### config.mk
export PLATFORM = sky130hd
export DESIGN_NAME = kf8259_in_service
export DESIGN_NICKNAME = d
export VERILOG_FILES = /design/src/rtl/kf8259_common_pkg.sv /design/src/rtl/kf8259_priority_select.sv /design/src/rtl/kf8259_in_service.sv
export SDC_FILE = /design/constraint.sdc
export NUM_CORES = 1
export LEC_CHECK = 0
export CORE_ASPECT_RATIO = 0.7
export CORE_UTILIZATION = 45
export CTS_BUF_LIST = sky130_fd_sc_hd__clkbuf_4 sky130_fd_sc_hd__clkbuf_8
export DETAILED_ROUTE_END_ITERATION = 10
export GPL_TIMING_DRIVEN = 0
export PLACE_DENSITY_LB_ADDON = 0.2
export SLEW_MARGIN = 20
export SYNTH_ARGS = -nofsm -noshare
export SYNTH_HDL_FRONTEND = slang
export SYNTH_HIERARCHICAL = 1
export SYNTH_SLANG_ARGS = --single-unit
### constraint.sdc
create_clock -name clock -period 2.59 [get_ports clock]
set_clock_uncertainty 0.15 [all_clocks]
set_input_delay 0.518 -clock clock [delete_from_list [all_inputs] [get_ports clock]]
set_output_delay 0.518 -clock clock [all_outputs]
set_load 0.005 [all_outputs]
### src/rtl/kf8259_common_pkg.sv
// Shared KF8259 definitions: level count and the rotate/resolve helpers used by
// both the in-service stage and the interrupt-request priority resolver.
package kf8259_common_pkg;

  localparam int unsigned KF8259_LEVELS = 8;

  function automatic logic [7:0] rotate_right(input logic [7:0] data, input logic [2:0] n);
    logic [15:0] t;
    t = {data, data} >> n;
    return t[7:0];
  endfunction

  function automatic logic [7:0] rotate_left(input logic [7:0] data, input logic [2:0] n);
    logic [15:0] t;
    t = {data, data} << n;
    return t[15:8];
  endfunction

  // One-hot of the lowest set bit; zero in gives zero out.
  function automatic logic [7:0] resolv_priority(input logic [7:0] data);
    return data & (~data + 8'd1);
  endfunction

endpackage

### src/rtl/kf8259_priority_select.sv
// Rotating-priority selector: picks the highest-priority set bit of request,
// where level (priority_rotate + 1) mod 8 is highest and priority_rotate lowest.
module kf8259_priority_select
  import kf8259_common_pkg::*;
(
  input  logic [2:0] priority_rotate,
  input  logic [7:0] request,
  output logic [7:0] selected
);

  logic [2:0] shift;
  logic [7:0] rotated;
  logic [7:0] resolved;

  // 3-bit add wraps rotate=7 to a zero shift, giving fixed IR0-first order.
  assign shift    = priority_rotate + 3'd1;
  assign rotated  = rotate_right(request, shift);
  assign resolved = resolv_priority(rotated);
  assign selected = rotate_left(resolved, shift);

endmodule

### src/rtl/kf8259_in_service.sv
// KF8259 In-Service Register stage: latches acknowledged levels, clears on EOI,
// and registers the highest-priority in-service level. Optional KF8259_SPECIAL_MASK_EN.
module kf8259_in_service
  import kf8259_common_pkg::*;
(
  input  logic       clock,
  input  logic       reset_n,
  input  logic [2:0] priority_rotate,
  input  logic [7:0] interrupt,
  input  logic       latch_in_service,
  input  logic [7:0] end_of_interrupt,
`ifdef KF8259_SPECIAL_MASK_EN
  input  logic [7:0] interrupt_special_mask,
`endif
  output logic [7:0] in_service_register,
  output logic [7:0] highest_level_in_service
);

  logic [7:0] isr_q, isr_d;
  logic [7:0] highest_q, highest_d;
  logic [7:0] search;

  always_comb begin
    isr_d = isr_q & ~end_of_interrupt;
    if (latch_in_service) begin
      isr_d = isr_d | interrupt;
    end
  end

  // Resolution runs on the next-state image so both outputs move on the same edge.
`ifdef KF8259_SPECIAL_MASK_EN
  assign search = isr_d & ~interrupt_special_mask;
`else
  assign search = isr_d;
`endif

  kf8259_priority_select u_select (
    .priority_rotate (priority_rotate),
    .request         (search),
    .selected        (highest_d)
  );

  always_ff @(posedge clock or negedge reset_n) begin
    if (!reset_n) begin
      isr_q     <= '0;
      highest_q <= '0;
    end else begin
      isr_q     <= isr_d;
      highest_q <= highest_d;
    end
  end

  assign in_service_register      = isr_q;
  assign highest_level_in_service = highest_q;

endmodule

Word level (Yosys, flattened, before mapping)
Cells that the tools add are included.
{ "word_totals": {"register_bits": 16, "latch_bits": 0, "mem_bits_rw": 0, "romBits": 0, "output_inout_bits": 16, "memories": 0} }
{ "classes": {"addsub": 2, "multipliers": 0, "div_mod_pow": 0, "order_cmp": 0, "eq_ne": 0, "shift": 2, "n_mux": 1, "n_bitwise": 5, "n_reduce_logical": 0} }
{ "ops": {"columns": ["operator", "n"], "rows": [
  ["$and A8 B8 Y8", 2],
  ["$not A8 Y8", 2],
  ["$shl A16 B3 Y16", 1],
  ["$shr A16 B3 Y8", 1],
  ["$add A8 B1 Y8 const B", 1],
  ["$mux W8", 1],
  ["$or A8 B8 Y8", 1],
  ["$add A3 B1 Y3 const B", 1]
]} }

Logic depth before layout (Yosys ltp)
Gate-level depths: netlist (run 1).
{ "logic_depth": {"word_depth": 9, "depth_mapped": 10, "depth_no_buf": 8} }

Hierarchy
The synthesis (run 1) kept the hierarchy.
{ "by_module_without_submodules": {"columns": ["module", "instances", "cells_each", "area_per_inst_um2"], "rows": [
  ["kf8259_priority_select", 1, 105, 822.0],
  ["kf8259_in_service", 1, 41, 541.8]
]} }

Worst setup path before layout (run 1)
OpenSTA, ideal clock, no wires.
{ "synth_path": {"path_type": "input -> register", "start": "in priority_rotate[0]", "end": "reg highest_q[2], in the netlist highest_level_in_service[2]", "arrival_ps": 2644, "slack_ps": -314, "cell_stages": 8, "cell_sequence": "ha_1 buf_6 or4b_1 o311a_1 or3_1 or3_4 a221o_1 o41ai_1"} }
{ "synth_between": {"elab_chain_len": 6} }
{ "synth_lines": {"columns": ["item", "line", "rtl"], "rows": [
  ["from (decl)", "kf8259_in_service.sv:8", "input logic [2:0] priority_rotate,"],
  ["$add A3 B1 Y3 (*)", "kf8259_priority_select.sv:16", "assign shift = priority_rotate + 3'd1;"],
  ["$shr A16 B3 Y8", "kf8259_common_pkg.sv:9", "t = {data, data} >> n;"],
  ["$not A8 Y8", "kf8259_common_pkg.sv:21", "return data & (~data + 8'd1);"],
  ["$add A8 B1 Y8", "kf8259_common_pkg.sv:21", null],
  ["$and A8 B8 Y8", "kf8259_common_pkg.sv:21", null],
  ["$shl A16 B3 Y16 (*)", "kf8259_common_pkg.sv:15", "t = {data, data} << n;"],
  ["via highest_d[2]", "kf8259_in_service.sv:20", "logic [7:0] highest_q, highest_d;"],
  ["to (signal assigned)", "kf8259_in_service.sv:49", "highest_q <= highest_d;"],
  ["to (decl)", "kf8259_in_service.sv:20", null]
]} }
Mark *: on every way through the listed nets, which the timed path passes. The rest lies on a longest branch.

Final worst setup path (run 1)
{ "layout_path": {"start": "in interrupt[0]", "end": "reg highest_q[2], in the netlist highest_level_in_service[2]"} }
{ "layout_between": {"elab_chain_len": 7} }
{ "layout_lines": {"columns": ["item", "line", "rtl"], "rows": [
  ["from (decl)", "kf8259_in_service.sv:9", "input logic [7:0] interrupt,"],
  ["$or A8 B8 Y8 (*)", "kf8259_in_service.sv:26", "isr_d = isr_d | interrupt;"],
  ["$mux W8 (*)", "kf8259_in_service.sv:25", "if (latch_in_service) begin"],
  ["via isr_d[0]", "kf8259_in_service.sv:19", "logic [7:0] isr_q, isr_d;"],
  ["$shr A16 B3 Y8 (*)", "kf8259_common_pkg.sv:9", null],
  ["$not A8 Y8", "kf8259_common_pkg.sv:21", null],
  ["$add A8 B1 Y8", "kf8259_common_pkg.sv:21", null],
  ["$and A8 B8 Y8 (*)", "kf8259_common_pkg.sv:21", null],
  ["$shl A16 B3 Y16 (*)", "kf8259_common_pkg.sv:15", null],
  ["via highest_d[2]", "kf8259_in_service.sv:20", null]
]} }
Marked as above.

==> run metrics, run 1 <==
routed len/inst=22.4 µm; hold_sp=latch_in_service; GR Util All Layers=32.1%; clock latency on the worst-skew pair=0.26 ns; CP Cell Sequence=dlygate4sd2_1 > nand2_2 > o21ai_4 > buf_4 > mux2_4 > mux2_4 > a21oi_2 > or4b_4 > a221o_1 > o41ai_2; clock buffer depth=2; first-pass GRT wire length=7230 µm; Setup crit start=interrupt[0]; FF-to-FF setup slack=-0.11 ns; vias in the first global route=1394; I/O pin cnt=38; # hold bufs at CTS=0; minimum clock period=2.74 ns; syn avg cell area=9.34 µm²; Antenna Cells=0; Final Max Slew Viols=0; post-route setup slack=-0.150 ns; Crit path required time=2.59 ns; Initial Util=48.0%; fmax=365 MHz; crit-path most repeated cell=mux2_4; status=finished, violations left; Post-Syn Instances=146; vias=1694; Root Buffer Master=clkbuf_8; FF-to-FF Start=in_service_register[0]; pin count of the biggest net entering global routing=17; Routability Congestion=0.882; Seq cells post-synth=16; LEAKAGE=1.02 nW; final hold vios=0; num rows=16; Worst setup EP type=flop; sequential cell area fraction in the yosys report=29.4%; Reg2Reg Depth=8; Mapped Area=0.00136 mm²; Netlist cell types=50; Synth Flop Type=dfrtp_1; Via density=6.62; Max FO, Critical Path=4; CP max stage delay=0.52 ns; total wire length=5730 µm; Sink Count=16; RSZ-0062 raised after global routing=true; H-tree depth reported by CTS=1; die width=67.8 µm; DRC Markers=0; Register Area=400 µm²; power per cell area=490 mW/mm²; hold path depth=4; Post-synth EDFFs=0; CTS buffer count=3; syn nets=169; Hold Path End=in_service_register[6]; Port Buf Inserts=36; Final setup viols=8; Synth warnings=6; crit start category=primary input; Final ANT Viol Nets=0; end-of-flow core utilization=83.3%; TritonCTS clock tree=built; Placeable Area=0.00284 mm²; crit path max-delay cell type=or4b_4; number of max-cap violations=0; Die H=48.1 µm; post-route cell area=0.00237 mm²; CP arrival=2.74 ns; Initial DRC Count=235; share of post-route cells with drive strength above 1=46.4%; Pre-Repair DR Iteration Count=5; commonest cells after routing, fill and taps aside=buf_4 (33), clkdlybuf4s50_1 (19), dfrtp_1 (16); Cell Area, Placed=0.00181 mm²; Layout area overhead=73.6%; Finished Layout Cells=256; die area=0.00326 mm²; Slew HR=49.0%; ys async rst share=100%; CP bufs+invs=2; Slew @ Worst Pin=0.762 ns; HP Class=primary input to flop; initial antenna violation count=0; final HPWL from detailed placement=2860 µm; placed cells=218; CP top delay family=compound AO/OA/AOI/OAI gates; total grt overflow=0; kind of critical path=primary input to flop; Clock transition at path regs=0.07 ns; peak supply drop=0.317 mV; number of nets in the layout=244; fill count=148; Tcrit/Tclk final=106%; area of the multi-input gates=0.00109 mm²; most common cell after layout, fill and taps aside=buf_4; worst r2r dst=highest_level_in_service[2]; violated checks=negative setup slack
-- worst min-delay path, cell delays in order --
cell	delay, ns
buf_6	0.12
nand2_2	0.07
o21ai_4	0.09
buf_4	0.11
-- per-layer routing --
| metal | wire length [µm] | vias to the layer above | track usage (%) |
|---|---|---|---|
| li1 | - | 694 | - |
| met3 | 751 | 41 | 8.57 |
| met4 | 274 | 0 | 10.0 |
| met1 | 2130 | 799 | 41.9 |
| met5 | 0 | - | 0 |
| met2 | 2570 | 160 | 52.7 |
-- synth_stat cells, drive strengths merged, types with 2 or more instances --
cell type / count / area share [%]
o211a: 2 / 1.5
inv: 11 / 3.0
xnor2: 2 / 1.3
nand3b: 2 / 1.1
clkbuf: 5 / 4.3
mux2: 7 / 6.1
a21o: 3 / 1.8
mux2i: 4 / 2.9
nand2: 15 / 4.1
a221oi: 3 / 2.4
or3: 3 / 1.7
o21ai: 9 / 5.5
nor2: 13 / 3.6
or3b: 2 / 1.3
nor4: 3 / 1.4
a21oi: 7 / 3.1
a31oi: 7 / 3.2
or4b: 2 / 1.7
dfrtp: 16 / 29
a211oi: 3 / 2.0
a22oi: 3 / 2.0
buf: 4 / 3.3
nor3: 4 / 1.5
-- report_power, final --
part / internal, mW / switching, mW
Combinational: 0.320 / 0.317
Clock: 0.135 / 0.0969
Sequential: 0.279 / 0.0110
Total: 0.734 / 0.425
-- cell type report --
class | count | share of cell area, %
Buffer | 8 | 4.55
Clock buffer | 4 | 2.33
Inverter | 11 | 1.74
Multi-Input combinational cell | 110 | 46.1
Sequential cell | 16 | 16.9
Tap cell | 36 | 1.90
Timing Repair Buffer | 71 | 26.4
-- state kept, by name, indices dropped and copies added (netlist names) --
signal / count
highest_level_in_service: 8
in_service_register: 8
-- timing repair --
action,4_1_cts,5_1_grt
pin swaps,28,14
resized for setup,63,14
buffers inserted,34,1
setup endpoints to repair,8,8
-- kinds of logic after synthesis --
kind of cell	synth area share, %
simple gates	19.0
compound gates	27.5
buf+inv	10.6
flops	29.4
mux	10.6
xor+xnor	1.93
fa+ha+maj	0.917
-- metrics by stage --
stage	power, mW	setup WS, ns	hold WS (ns)	setup TNS (ns)
floorplan	0.557	-0.205	0.0724	-0.500
global placement	0.703	-1.10	0.464	-7.36
detailed placement	0.715	-1.21	0.459	-8.18
CTS	1.08	-0.112	0.509	-0.274
global route	1.20	-0.196	0.557	-1.09
finish	1.16	-0.150	0.536	-0.685
-- worst max-delay path by stage --
stage                                             end  slack [ns]  cells after the start
final                     highest_level_in_service[2]       -0.15                     10
after detailed placement  highest_level_in_service[2]       -1.21                      9
after global placement    highest_level_in_service[2]       -1.10                      9
after floorplan           highest_level_in_service[2]       -0.21                      8
after global routing      highest_level_in_service[7]       -0.20                     11
after CTS                 highest_level_in_service[2]       -0.11                      8
No activity file was read; power rests on OpenSTA's default activity.
==> run 2, diff against run 1 <==
--- a/config.mk
+++ b/config.mk
@@ -5,6 +5,7 @@
 export SDC_FILE = /design/constraint.sdc
 export NUM_CORES = 1
 export LEC_CHECK = 0
+export CAP_MARGIN = 5
 export CORE_ASPECT_RATIO = 0.7
 export CORE_UTILIZATION = 45
 export CTS_BUF_LIST = sky130_fd_sc_hd__clkbuf_4 sky130_fd_sc_hd__clkbuf_8
==> results of run 2 <==
The final DEF is identical to that of run 1; final timing and power are the same.
==> run 3, diff against run 2 <==
--- a/config.mk
+++ b/config.mk
@@ -15,5 +15,4 @@
 export SLEW_MARGIN = 20
 export SYNTH_ARGS = -nofsm -noshare
 export SYNTH_HDL_FRONTEND = slang
-export SYNTH_HIERARCHICAL = 1
 export SYNTH_SLANG_ARGS = --single-unit
==> run metrics, run 3 <==
status=finished, violations left (unchanged); violated checks=design-rule violations, negative setup slack (was negative setup slack); FF-to-FF Start=in_service_register[1] (was in_service_register[0]); Port Buf Inserts=36 (unchanged); Die H=50.6 µm (was 48.1 µm); clock buffer depth=2 (unchanged); syn nets=182 (was 169); Crit path required time=2.61 ns (was 2.59 ns); share of post-route cells with drive strength above 1=49.6% (was 46.4%); die width=71.4 µm (was 67.8 µm); first-pass GRT wire length=8340 µm (was 7230 µm); Placeable Area=0.00319 mm² (was 0.00284 mm²); Pre-Repair DR Iteration Count=9 (was 5); RSZ-0062 raised after global routing=true (unchanged); Mapped Area=0.00152 mm² (was 0.00136 mm²); Max FO, Critical Path=6 (was 4); CTS buffer count=3 (unchanged); commonest cells after routing, fill and taps aside=buf_4 (30), clkdlybuf4s50_1 (17), dfrtp_1 (16) (was buf_4 (33), clkdlybuf4s50_1 (19), dfrtp_1 (16)); most common cell after layout, fill and taps aside=buf_4 (unchanged); TritonCTS clock tree=built (unchanged); vias=1774 (was 1694); minimum clock period=2.74 ns (about the same); initial antenna violation count=0 (unchanged); worst r2r dst=highest_level_in_service[5] (was highest_level_in_service[2]); CP arrival=2.76 ns (was 2.74 ns); Final setup viols=5 (was 8); ys async rst share=100% (unchanged); Power Total=1.26 mW (was 1.16 mW); Initial DRC Count=164 (was 235); post-route setup slack=-0.152 ns (was -0.150 ns); num rows=17 (was 16); GR Util All Layers=31.1% (was 32.1%); Post-Syn Instances=159 (was 146); Antenna Cells=0 (unchanged); syn avg cell area=9.55 µm² (was 9.34 µm²); Layout area overhead=67.0% (was 73.6%); Reg2Reg Depth=10 (was 8); DRC Markers=4 (was 0); Final ANT Viol Nets=0 (unchanged); final HPWL from detailed placement=3370 µm (was 2860 µm); Seq cells post-synth=16 (unchanged); Synth warnings=0 (was 6); Tcrit/Tclk final=106% (about the same); placed cells=233 (was 218); Final Max Slew Viols=0 (unchanged); pin count of the biggest net entering global routing=17 (unchanged); Routability Congestion=0.992 (was 0.882); peak supply drop=0.343 mV (was 0.317 mV); total grt overflow=0 (unchanged); largest cells by area after synthesis=dfrtp_1 (26%), mux4_2 (5.9%), mux2i_1 (4.6%), mux2_2 (3.0%), mux2i_4 (3.0%) (was dfrtp_1 (29%), o21ai_2 (5.1%), mux2_2 (5.0%), nand2_1 (4.1%), clkbuf_8 (4.0%)); Netlist cell types=57 (was 50); Slew HR=47.5% (was 49.0%); vias in the first global route=1652 (was 1394); Via density=6.57 (was 6.62); total wire length=5760 µm (was 5730 µm); number of max-cap violations=0 (unchanged); sequential cell area fraction in the yosys report=26.4% (was 29.4%); die area=0.00361 mm² (was 0.00326 mm²); Clock transition at path regs=0.08 ns (was 0.07 ns); area leader, netlist=dfrtp_1 (unchanged); routed len/inst=21.3 µm (was 22.4 µm); H-tree depth reported by CTS=1 (unchanged); FF-to-FF setup slack=-0.09 ns (was -0.11 ns); crit start category=primary input (unchanged); Synth Flop Type=dfrtp_1 (unchanged); kind of critical path=primary input to flop (unchanged); Post-synth EDFFs=0 (unchanged); hold_sp=end_of_interrupt[2] (was latch_in_service); top cell type's share of synthesized area=26.4% (was 29.4%); final hold vios=0 (unchanged); power per cell area=497 mW/mm² (was 490 mW/mm²); Sink Count=16 (unchanged); Hold Path End=in_service_register[2] (was in_service_register[6]); Finished Layout Cells=270 (was 256); Slew @ Worst Pin=0.785 ns (was 0.762 ns); most numerous cell in the Yosys netlist=dfrtp_1 (unchanged); HP Class=primary input to flop (unchanged); fmax=365 MHz (about the same); I/O pin cnt=38 (unchanged); hold path depth=3 (was 4); Root Buffer Master=clkbuf_8 (unchanged); Worst setup EP type=flop (unchanged); LEAKAGE=1.08 nW (was 1.02 nW); Initial Util=47.6% (was 48.0%); Post-synth top cells=dfrtp_1 (16), nand2_1 (11), nor2_1 (9) (was dfrtp_1 (16), nand2_1 (15), nor2_1 (13)); clock latency on the worst-skew pair=0.27 ns (was 0.26 ns); number of nets in the layout=256 (was 244)
## run 3: cell count changes after synthesis, moves of 4 or more
| cell | delta |
|---|---|
| clkbuf_8 | -4 |
| nor2_1 | -4 |
| buf_2 | +4 |
| o21ai_2 | -8 |
| nand2_1 | -4 |
| inv_2 | +8 |
| a31oi_1 | -4 |
| inv_1 | -4 |
## run 3: cell families after synthesis
kind of cell / synth area share (%)
AO/OA/AOI/OAI: 27.1
AND/OR/NAND/NOR: 14.8
buffers and inverters: 8.08
multiplexers: 21.7
flip-flops: 26.4
XOR/XNOR: 1.15
adder cells (fa/ha/maj): 0.824
## run 3: what timing repair did
action,CTS,global route
hold endpoints to repair,0,0
endpoints found under the setup margin,8,8
pin swaps,25,14
hold buffers,0,0
cloned,0,0
resized for setup,63,28
setup buffers,26,7
## run 3: through the flow
| step | TNS, ns | hold slack [ns] | setup slack [ns] | cell area, µm² | utilization, % |
|---|---|---|---|---|---|
| global route | -0.709 | 0.470 | -0.140 | 2530 | 79.5 |
| global placement | -7.59 | 0.486 | -0.994 | 1970 | 61.7 |
| CTS | -0.0419 | 0.463 | -0.0190 | 2370 | 74.4 |
| floorplan | -0.201 | 0.0724 | -0.101 | 1560 | - |
| finish | -0.614 | 0.461 | -0.152 | 2530 | 79.5 |
| detailed placement | -7.79 | 0.501 | -1.01 | 1970 | 61.7 |
## run 3: worst max path at each step
stage                        from                           to  slack (ns)
3_3_place_gp   priority_rotate[0]  highest_level_in_service[7]       -0.99
4_1_cts        priority_rotate[0]  highest_level_in_service[7]       -0.02
3_5_place_dp   priority_rotate[0]  highest_level_in_service[3]       -1.01
2_1_floorplan  priority_rotate[0]  highest_level_in_service[7]       -0.10
6_report       priority_rotate[0]  highest_level_in_service[5]       -0.15
5_1_grt        priority_rotate[0]  highest_level_in_service[5]       -0.14
## run 3: cell type report
class	count	area, µm²
multi-input cells	118	1250
fillers	184	656
repair buffers	69	616
flip-flops and latches	16	400
plain buffers	9	86.3
inverters	16	80.1
clock buffers	4	55.1
well taps	38	47.5
## run 3: worst max-delay path, stage by stage
cell and delay [ns]:
buf_8 0.10, ha_4 0.26, buf_12 0.15, buf_12 0.12
buf_4 0.11, mux4_2 0.38, buf_4 0.19, nor3_4 0.18
a31oi_1 0.10, a211oi_2 0.29, a22oi_1 0.13, mux2i_1 0.24
## run 3: where the power goes
part | total, mW | switching [mW] | internal, mW
logic | 0.729 | 0.369 | 0.361
registers | 0.292 | 0.0111 | 0.280
clock network | 0.240 | 0.104 | 0.135
total | 1.26 | 0.484 | 0.776
## run 3: per-layer routing
| metal | routed length (µm) | vias to the layer above | GRT usage, % |
|---|---|---|---|
| met4 | 229 | 0 | 10.0 |
| met1 | 2330 | 850 | 40.6 |
| li1 | - | 746 | - |
| met3 | 649 | 33 | 10.0 |
| met5 | 0 | - | 0 |
| met2 | 2550 | 145 | 48.7 |
